**config.mk**
```make
export PLATFORM = sky130hd
export DESIGN_NAME = hazard_stall_unit_flat
export DESIGN_NICKNAME = d
export VERILOG_FILES = /design/src/rtl/hazard_stall_unit_if.sv /design/src/rtl/hazard_stall_unit.sv /design/src/flat_wrapper.sv
export SDC_FILE = /design/constraint.sdc
export NUM_CORES = 1
export LEC_CHECK = 0
export ABC_AREA = 1
export BUFFER_PORTS_ARGS = -buffer_cell sky130_fd_sc_hd__buf_2
export CAP_MARGIN = 20
export CORE_MARGIN = 2
export CORE_UTILIZATION = 40
export CTS_BUF_LIST = sky130_fd_sc_hd__clkbuf_2 sky130_fd_sc_hd__clkbuf_4 sky130_fd_sc_hd__clkbuf_8
export DETAILED_ROUTE_END_ITERATION = 16
export GPL_TIMING_DRIVEN = 0
export PLACE_DENSITY = 0.69
export SYNTH_ARGS = -nofsm -noshare
export SYNTH_HDL_FRONTEND = slang
export SYNTH_SLANG_ARGS = --single-unit
```
**constraint.sdc**
```tcl
create_clock -name i_clock -period 3.4 [get_ports i_clock]
set_input_delay 0.68 -clock i_clock [delete_from_list [all_inputs] [get_ports i_clock]]
set_output_delay 0.68 -clock i_clock [all_outputs]
set_load 0.05 [all_outputs]
```
**src/rtl/hazard_stall_unit_if.sv**
```systemverilog
// Hazard/stall control bundle between the ID-stage hazard unit and the pipeline.
interface hazard_stall_unit_if #(
   parameter int unsigned NB_REG_ADDR = 5,
   parameter int unsigned NB_PERF     = 32
);
   logic                   i_valid_id;
   logic [NB_REG_ADDR-1:0] i_rs;
   logic [NB_REG_ADDR-1:0] i_rt;
   logic                   i_uses_rt;
   logic                   i_mem_read_ex;
   logic [NB_REG_ADDR-1:0] i_rd_ex;
   logic                   i_branch_taken;
   logic                   i_mem_busy;
   logic                   i_halt_instr;
   logic                   i_halt_req;
   logic                   i_resume;
   logic                   o_pc_we;
   logic                   o_if_id_we;
   logic                   o_if_id_flush;
   logic                   o_id_ex_bubble;
   logic                   o_ex_mem_we;
   logic                   o_halted;
   logic [NB_PERF-1:0]     o_stall_cycles;

   // Pipeline side: drives hazard inputs, consumes enables
   modport master (
      output i_valid_id, i_rs, i_rt, i_uses_rt, i_mem_read_ex, i_rd_ex,
             i_branch_taken, i_mem_busy, i_halt_instr, i_halt_req, i_resume,
      input  o_pc_we, o_if_id_we, o_if_id_flush, o_id_ex_bubble, o_ex_mem_we,
             o_halted, o_stall_cycles
   );

   // Hazard unit side
   modport slave (
      input  i_valid_id, i_rs, i_rt, i_uses_rt, i_mem_read_ex, i_rd_ex,
             i_branch_taken, i_mem_busy, i_halt_instr, i_halt_req, i_resume,
      output o_pc_we, o_if_id_we, o_if_id_flush, o_id_ex_bubble, o_ex_mem_we,
             o_halted, o_stall_cycles
   );
endinterface

```
**src/rtl/hazard_stall_unit.sv**
```systemverilog
// Resolves hazards forwarding cannot: load-use stalls, memory-wait freezes,
// branch flushes, and drain-to-halt on HALT or debug request.
module hazard_stall_unit #(
   parameter int unsigned NB_REG_ADDR  = 5,
   parameter int unsigned NB_PERF      = 32,
   parameter int unsigned DRAIN_CYCLES = 3
) (
   input logic                i_clock,
   input logic                i_reset,
   hazard_stall_unit_if.slave hs
);
   localparam int unsigned NB_DRAIN = (DRAIN_CYCLES < 3) ? 1 : $clog2(DRAIN_CYCLES);
   localparam logic [NB_DRAIN-1:0] DRAIN_LOAD = NB_DRAIN'(DRAIN_CYCLES - 1);

   typedef enum logic [1:0] {RUN, MEM_WAIT, DRAIN, HALTED} state_t;

   state_t               state_q, state_d;
   logic [NB_DRAIN-1:0]  drain_q, drain_d;
   logic [NB_PERF-1:0]   stall_q;
   logic                 load_use;
   logic                 halt_go;
   logic                 pc_we, if_id_we, if_id_flush, id_ex_bubble, ex_mem_we, halted;

   // Load-use: EX load targets a register the ID instruction reads (r0 never hazards)
   assign load_use = hs.i_valid_id & hs.i_mem_read_ex & (hs.i_rd_ex != '0) &
                     ((hs.i_rs == hs.i_rd_ex) | (hs.i_uses_rt & (hs.i_rt == hs.i_rd_ex)));
   assign halt_go  = (hs.i_halt_instr & hs.i_valid_id) | hs.i_halt_req;

   // State and drain counter register
   always_ff @(posedge i_clock or negedge i_reset) begin
      if (!i_reset) begin
         state_q <= RUN;
         drain_q <= '0;
      end else begin
         state_q <= state_d;
         drain_q <= drain_d;
      end
   end

   // Next-state and same-cycle enable generation
   always_comb begin
      state_d      = state_q;
      drain_d      = drain_q;
      pc_we        = 1'b1;
      if_id_we     = 1'b1;
      ex_mem_we    = 1'b1;
      if_id_flush  = 1'b0;
      id_ex_bubble = 1'b0;
      halted       = 1'b0;
      case (state_q)
         // MEM_WAIT with memory released behaves exactly like RUN
         RUN, MEM_WAIT: begin
            state_d = RUN;
            if (hs.i_mem_busy) begin
               pc_we     = 1'b0;
               if_id_we  = 1'b0;
               ex_mem_we = 1'b0;
               state_d   = MEM_WAIT;
            end else if (load_use) begin
               pc_we        = 1'b0;
               if_id_we     = 1'b0;
               id_ex_bubble = 1'b1;
            end else if (halt_go) begin
               pc_we        = 1'b0;
               if_id_flush  = 1'b1;
               id_ex_bubble = 1'b1;
               drain_d      = DRAIN_LOAD;
               state_d      = DRAIN;
            end else if (hs.i_branch_taken) begin
               if_id_flush = 1'b1;
            end
         end
         DRAIN: begin
            pc_we        = 1'b0;
            if_id_we     = 1'b0;
            id_ex_bubble = 1'b1;
            if (hs.i_mem_busy) begin
               ex_mem_we = 1'b0;
            end else begin
               if (drain_q <= NB_DRAIN'(1)) state_d = HALTED;
               if (drain_q != '0) drain_d = drain_q - NB_DRAIN'(1);
            end
         end
         HALTED: begin
            pc_we     = 1'b0;
            if_id_we  = 1'b0;
            ex_mem_we = 1'b0;
            halted    = 1'b1;
            if (hs.i_resume) state_d = RUN;
         end
         default: state_d = RUN;
      endcase
      // Pipe runs freely while reset is held
      if (!i_reset) begin
         pc_we        = 1'b1;
         if_id_we     = 1'b1;
         ex_mem_we    = 1'b1;
         if_id_flush  = 1'b0;
         id_ex_bubble = 1'b0;
         halted       = 1'b0;
      end
   end

   // Saturating stall-cycle counter; halted cycles are not stalls
   always_ff @(posedge i_clock or negedge i_reset) begin
      if (!i_reset) begin
         stall_q <= '0;
      end else if (!pc_we && (state_q != HALTED) && (stall_q != '1)) begin
         stall_q <= stall_q + NB_PERF'(1);
      end
   end

   assign hs.o_pc_we        = pc_we;
   assign hs.o_if_id_we     = if_id_we;
   assign hs.o_if_id_flush  = if_id_flush;
   assign hs.o_id_ex_bubble = id_ex_bubble;
   assign hs.o_ex_mem_we    = ex_mem_we;
   assign hs.o_halted       = halted;
   assign hs.o_stall_cycles = stall_q;

endmodule

```
**src/flat_wrapper.sv**
```systemverilog
// flat-port wrapper written by rule: the top's interface ports become plain ports
module hazard_stall_unit_flat 
#(
   parameter int unsigned NB_REG_ADDR  = 5,
   parameter int unsigned NB_PERF      = 32,
   parameter int unsigned DRAIN_CYCLES = 3
)
  (i_clock, i_reset, hs_i_valid_id, hs_i_rs, hs_i_rt, hs_i_uses_rt, hs_i_mem_read_ex, hs_i_rd_ex, hs_i_branch_taken, hs_i_mem_busy, hs_i_halt_instr, hs_i_halt_req, hs_i_resume, hs_o_pc_we, hs_o_if_id_we, hs_o_if_id_flush, hs_o_id_ex_bubble, hs_o_ex_mem_we, hs_o_halted, hs_o_stall_cycles);
  hazard_stall_unit_if #(.NB_REG_ADDR(NB_REG_ADDR), .NB_PERF(NB_PERF)) hs_i ();
  input logic i_clock;
  input logic i_reset;
  input wire logic [$bits(hs_i.i_valid_id)-1:0] hs_i_valid_id;
  input wire logic [$bits(hs_i.i_rs)-1:0] hs_i_rs;
  input wire logic [$bits(hs_i.i_rt)-1:0] hs_i_rt;
  input wire logic [$bits(hs_i.i_uses_rt)-1:0] hs_i_uses_rt;
  input wire logic [$bits(hs_i.i_mem_read_ex)-1:0] hs_i_mem_read_ex;
  input wire logic [$bits(hs_i.i_rd_ex)-1:0] hs_i_rd_ex;
  input wire logic [$bits(hs_i.i_branch_taken)-1:0] hs_i_branch_taken;
  input wire logic [$bits(hs_i.i_mem_busy)-1:0] hs_i_mem_busy;
  input wire logic [$bits(hs_i.i_halt_instr)-1:0] hs_i_halt_instr;
  input wire logic [$bits(hs_i.i_halt_req)-1:0] hs_i_halt_req;
  input wire logic [$bits(hs_i.i_resume)-1:0] hs_i_resume;
  output wire logic [$bits(hs_i.o_pc_we)-1:0] hs_o_pc_we;
  output wire logic [$bits(hs_i.o_if_id_we)-1:0] hs_o_if_id_we;
  output wire logic [$bits(hs_i.o_if_id_flush)-1:0] hs_o_if_id_flush;
  output wire logic [$bits(hs_i.o_id_ex_bubble)-1:0] hs_o_id_ex_bubble;
  output wire logic [$bits(hs_i.o_ex_mem_we)-1:0] hs_o_ex_mem_we;
  output wire logic [$bits(hs_i.o_halted)-1:0] hs_o_halted;
  output wire logic [$bits(hs_i.o_stall_cycles)-1:0] hs_o_stall_cycles;
  assign hs_i.i_valid_id = hs_i_valid_id;
  assign hs_i.i_rs = hs_i_rs;
  assign hs_i.i_rt = hs_i_rt;
  assign hs_i.i_uses_rt = hs_i_uses_rt;
  assign hs_i.i_mem_read_ex = hs_i_mem_read_ex;
  assign hs_i.i_rd_ex = hs_i_rd_ex;
  assign hs_i.i_branch_taken = hs_i_branch_taken;
  assign hs_i.i_mem_busy = hs_i_mem_busy;
  assign hs_i.i_halt_instr = hs_i_halt_instr;
  assign hs_i.i_halt_req = hs_i_halt_req;
  assign hs_i.i_resume = hs_i_resume;
  assign hs_o_pc_we = hs_i.o_pc_we;
  assign hs_o_if_id_we = hs_i.o_if_id_we;
  assign hs_o_if_id_flush = hs_i.o_if_id_flush;
  assign hs_o_id_ex_bubble = hs_i.o_id_ex_bubble;
  assign hs_o_ex_mem_we = hs_i.o_ex_mem_we;
  assign hs_o_halted = hs_i.o_halted;
  assign hs_o_stall_cycles = hs_i.o_stall_cycles;
  hazard_stall_unit #(.NB_REG_ADDR(NB_REG_ADDR), .NB_PERF(NB_PERF), .DRAIN_CYCLES(DRAIN_CYCLES)) u_core (.i_clock(i_clock), .i_reset(i_reset), .hs(hs_i));
endmodule
```
# --- Yosys cells after proc, flatten, opt, wreduce, memory -nomap -nowiden ---
# Index checks and enable logic that the tools add are counted.
# Widths: inputs -> output; s select.
word_totals:
  latch_bits: 0
  ram_bits: 0
  word_cells: 77
  input_bits: 25
  rom_bits: 0
  n_memories: 0
  ff_bits: 36
op_classes:
  reduce_logical: 12
  shift: 0
  multipliers: 0
  eq_ne: 14
  div: 0
  n_lt_le_gt_ge: 1
  bitwise_logic: 7
  add_sub_neg: 2
  n_mux: 38
op_table:
  columns: ["operator", "count"]
  rows:
  - ["$add 32x1->32 const B", 1]
  - ["$ne 32x32->1 const B", 1]
  - ["$mux 2", 11]
  - ["$mux 1", 21]
  - ["$eq 5x5->1", 2]
  - ["$ne 2x2->1 const B", 5]
  - ["$pmux 1 s2", 4]
  - ["$ne 2x1->1 const B", 3]
  - ["$pmux 2 s3", 1]
  - ["$reduce_and 6->1", 1]
  - ["$and 1x1->1", 5]
  - ["$reduce_bool 5->1", 1]
  - ["$eq 2x2->1 const B", 2]
  - ["$pmux 2 s2", 1]
  - ["$reduce_bool 2->1", 2]
  - ["$reduce_or 2->1", 2]
  - ["$reduce_and 3->1", 1]
  - ["$reduce_or 3->1", 1]
  - ["$eq 2x1->1 const B", 1]
  - ["$le 2x1->1 const B", 1]
  - ["$logic_and 1x1->1", 2]
  - ["$logic_not 2->1", 1]
  - ["$or 1x1->1", 2]
  - ["$sub 2x1->2 const B", 1]
  - ["$logic_not 1->1", 1]

# --- Logic depth before layout (Yosys ltp) ---
depth:
  ltp_word: 11
  mapped_depth: 13
  mapped_depth_nobuf: 12

# --- Worst setup path before layout ---
# No wires, ideal clock.
synth_timing:
  path_type: "input to output"
  startpoint: "input port hs_i_rd_ex[3]"
  endpoint: "output port hs_o_id_ex_bubble"
  arrival_ns: 2.273
  path_slack_ns: 0.447
  n_path_buf: 0
  path_stages: 10
  cell_sequence: "inv_1 nand2_1 nand2_1 nor2_1 nand3_1 nand2_1 nand2_2 nand2_1 nand2_1 nor3_1"
synth_via:
  elab_chain_len: 8
synth_lines:
  columns: ["element", "line", "text"]
  rows:
  - ["start: declaration", "flat_wrapper.sv:17", "input wire logic [$bits(hs_i.i_rd_ex)-1:0] hs_i_rd_ex;"]
  - ["$eq 5x5->1", "hazard_stall_unit.sv:26", "((hs.i_rs == hs.i_rd_ex) | (hs.i_uses_rt & (hs.i_rt == hs.i_rd_ex)));"]
  - ["$and 1x1->1", "hazard_stall_unit.sv:26", null]
  - ["$or 1x1->1", "hazard_stall_unit.sv:26", null]
  - ["$and 1x1->1 *", "hazard_stall_unit.sv:25", "assign load_use = hs.i_valid_id & hs.i_mem_read_ex & (hs.i_rd_ex != '0) &"]
  - ["$mux 1 *", "hazard_stall_unit.sv:59", "end else if (load_use) begin"]
  - ["$mux 1 *", "hazard_stall_unit.sv:54", "if (hs.i_mem_busy) begin"]
  - ["$pmux 1 s2 *", "hazard_stall_unit.sv:50", "case (state_q)"]
  - ["$mux 1 *", "hazard_stall_unit.sv:94", "if (!i_reset) begin"]
  - ["end: declaration", "flat_wrapper.sv:26", "output wire logic [$bits(hs_i.o_id_ex_bubble)-1:0] hs_o_id_ex_bubble;"]
# Mark *: on every way between the ends. The rest lies on a longest branch, timed or not.

# --- Worst setup path in the final report ---
layout_timing:
  startpoint: "input port i_reset"
  endpoint: "output port hs_o_pc_we"
layout_via:
  elab_chain_len: 1
layout_lines:
  columns: ["element", "line", "text"]
  rows:
  - ["start: declaration", "flat_wrapper.sv:11", "input logic i_reset;"]
  - ["$mux 1", "hazard_stall_unit.sv:94", null]
  - ["end: declaration", "flat_wrapper.sv:23", "output wire logic [$bits(hs_i.o_pc_we)-1:0] hs_o_pc_we;"]
# No other way between the ends.

==> metrics <==
pre-CTS setup slack=0.389 ns; synthesis-to-layout area growth=18.4%; Cell Area, Synth=2730 µm²; FF-to-FF setup slack=1.29 ns; final setup vio count=0; PwrDens=481 nW/µm²; H-Tree Depth=2; Post-CTS Hold Buffers=0; initial antenna violation count=0; post-layout min period=2.93 ns; Total Wirelength=7070 µm; end of the critical path=hs_o_pc_we; most frequent cells in the layout=nand2_1 (156), buf_2 (68), nor2_1 (46), inv_1 (37), nand4_1 (37); worst hold path type=reg -> reg; vias in the first global route=2612; CP required=2.72 ns; slew margin rel.=39.0%; post-CTS resize count=0; reg-to-reg startpoint=u_core.hs.o_stall_cycles[0]; total track usage=19.8%; CTS Root Cell=clkbuf_8; Layout Cells excl Fill=560; leakage power=1.81 nW; Row Count=30; FILL cells=709; # IOs=63; status=finished clean; final slew viol count=0; Seq/Total Area, Yosys=33.0%; # placed instances=552; Peak VDD IR=0.276 mV; end of the worst register-to-register path=u_core.hs.o_stall_cycles[24]; CTS max path bufs=2; # DRC=0; Seq cells post-synth=36; wire per inst=12.6 µm; antenna diode count=0; FF/Latch Area=901 µm²; clock sinks=36; Crit-path slowest cell=buf_2; critical path peak fanout=44; critical path, cell by cell=buf_2, nand2_1, nand2_2, buf_2, inv_1, buf_2; WP buf/inv=4; Overflow after GRT=0; Post-Syn Area per Cell=6.66 µm²; area of the multi-input gates=1590 µm²; fin nets=507; crit start category=primary input; Mapped Cells=410; Die H=86.6 µm; RSZ-0062 raised after global routing=no; Final Hold Vio Count=0; largest net degree at the start of global routing=45; final hold slack=0.513 ns; crit path kind=in -> out; Crit. End Element=primary output; Top Family by Delay on Critical Path=buffers and inverters; Yosys top cell by area=dfrtp_1; port bufs=62; Detailed Routing Iterations Pass 1=4; DP HPWL=5650 µm; maxcap violations=0; CTS Buf Count=5; TNS Setup=0 ns; RD Place Congestion=0.961; number of cells on the critical path=6; post-route ant nets=0; Die W=86.6 µm; TritonCTS clock tree=yes; setup ws final=0.471 ns; top post-synthesis cells by area=dfrtp_1 (33%), nand2_1 (21%), nand4_1 (8.5%), nor2_1 (6.3%), xor2_1 (5.5%); initial core utilization=40.9%; Via density=5.05; Crit. Startpoint=i_reset; syn_nets=438; initial drt markers=178; post-synth cell types=28; Worst Tran Pin Value=0.914 ns; Final Power=1.56 mW; crit path DAT=2.25 ns; detailed-route via count=2826; die area=7510 µm²; Fmax=0.341 GHz; r2r worst-path depth=10; Layout Skew=0.00600 ns; Clock Pin Slew Worst Setup and Hold Paths=0.07 ns; core area=6680 µm²; CP peak stage delay=0.69 ns; first-pass GRT wire length=11800 µm; Yosys top cell area share=33.0%; setup bufs post-CTS=0; fin crit share=86.1%; yosys warns=0; layout cells sized above 1=19.4%; worst-skew pair later-pin latency=0.29 ns; leading cell type in the layout, fill and taps excluded=nand2_1; cell mode on critical path=buf_2
-- logic make-up after synthesis --
kind of cell / share of synthesized area (%)
xor gates and xnor gates: 8.98
buffers and inverters: 8.66
and+or+nand+nor: 45.9
DFF: 33.0
adders and majority gates: 1.37
AOI/OAI and AO/OA: 2.11
-- worst reg2reg max path: cells and delay by family (launching register included) --
family | cells | cell delay, ns
AND/OR/NAND/NOR | 9 | 1.20
adder cells (fa/ha/maj) | 1 | 0.35
flip-flops | 1 | 0.44
-- how the worst min path moves through the flow --
stage | start | end | slack [ns] | depth (start not counted)
final | u_core.hs.o_stall_cycles[31] | u_core.hs.o_stall_cycles[31] | 0.51 | 2
after CTS | u_core.hs.o_stall_cycles[31] | u_core.hs.o_stall_cycles[31] | 0.52 | 2
after detailed placement | u_core.hs.o_stall_cycles[31] | u_core.hs.o_stall_cycles[31] | 0.49 | 2
after global placement | u_core.hs.o_stall_cycles[31] | u_core.hs.o_stall_cycles[31] | 0.49 | 2
after global routing | u_core.hs.o_stall_cycles[31] | u_core.hs.o_stall_cycles[31] | 0.54 | 2
after floorplan | i_reset | u_core.drain_q[0] | 0.38 | 0
-- where the power goes --
group	internal [mW]	leakage [nW]	switching (mW)
clock	0.162	0.0510	0.155
combinational	0.192	1.27	0.503
sequential	0.485	0.484	0.0596
-- cell type report --
cell class / instances / share of cell area [%]
plain buffers: 14 / 2.67
inverters: 40 / 4.64
clock buffers: 6 / 2.55
repair buffers: 62 / 9.59
well taps: 80 / 3.09
multi-input cells: 320 / 49.3
clock inverters: 2 / 0.309
flip-flops and latches: 36 / 27.9
-- Yosys cell counts, drive strengths merged --
master / instances
nor4: 1
a21o: 1
nor3: 12
a21oi: 2
nand3: 18
nand4: 39
dfrtp: 36
xnor2: 11
xor2: 17
o21ai: 8
ha: 3
inv: 40
nor2: 48
nand3b: 1
nand2: 158
clkbuf: 4
nor3b: 1
buf: 10
-- stage by stage --
| step | area, µm² | utilization [%] |
|---|---|---|
| final | 3230 | 48.4 |
| after global routing | 3230 | 48.4 |
| after CTS | 3230 | 48.4 |
| after detailed placement | 3140 | 47.0 |
| after global placement | 3140 | 47.0 |
| after floorplan | 2730 | - |
-- sequential cells by signal (all words and copies together) (netlist names) --
name                      count
u_core.drain_q                2
u_core.hs.o_stall_cycles     32
u_core.state_q                2
-- routing by layer --
metal  track usage, %  part of all wire (%)  vias to the layer above
met5                0                     0                        -
met4             6.53                   1.6                        0
met3             3.05                   5.7                        8
met2             33.9                    47                       82
met1             25.5                    46                     1281
li1                 -                     -                     1455
No activity file was read; power rests on OpenSTA's default activity.
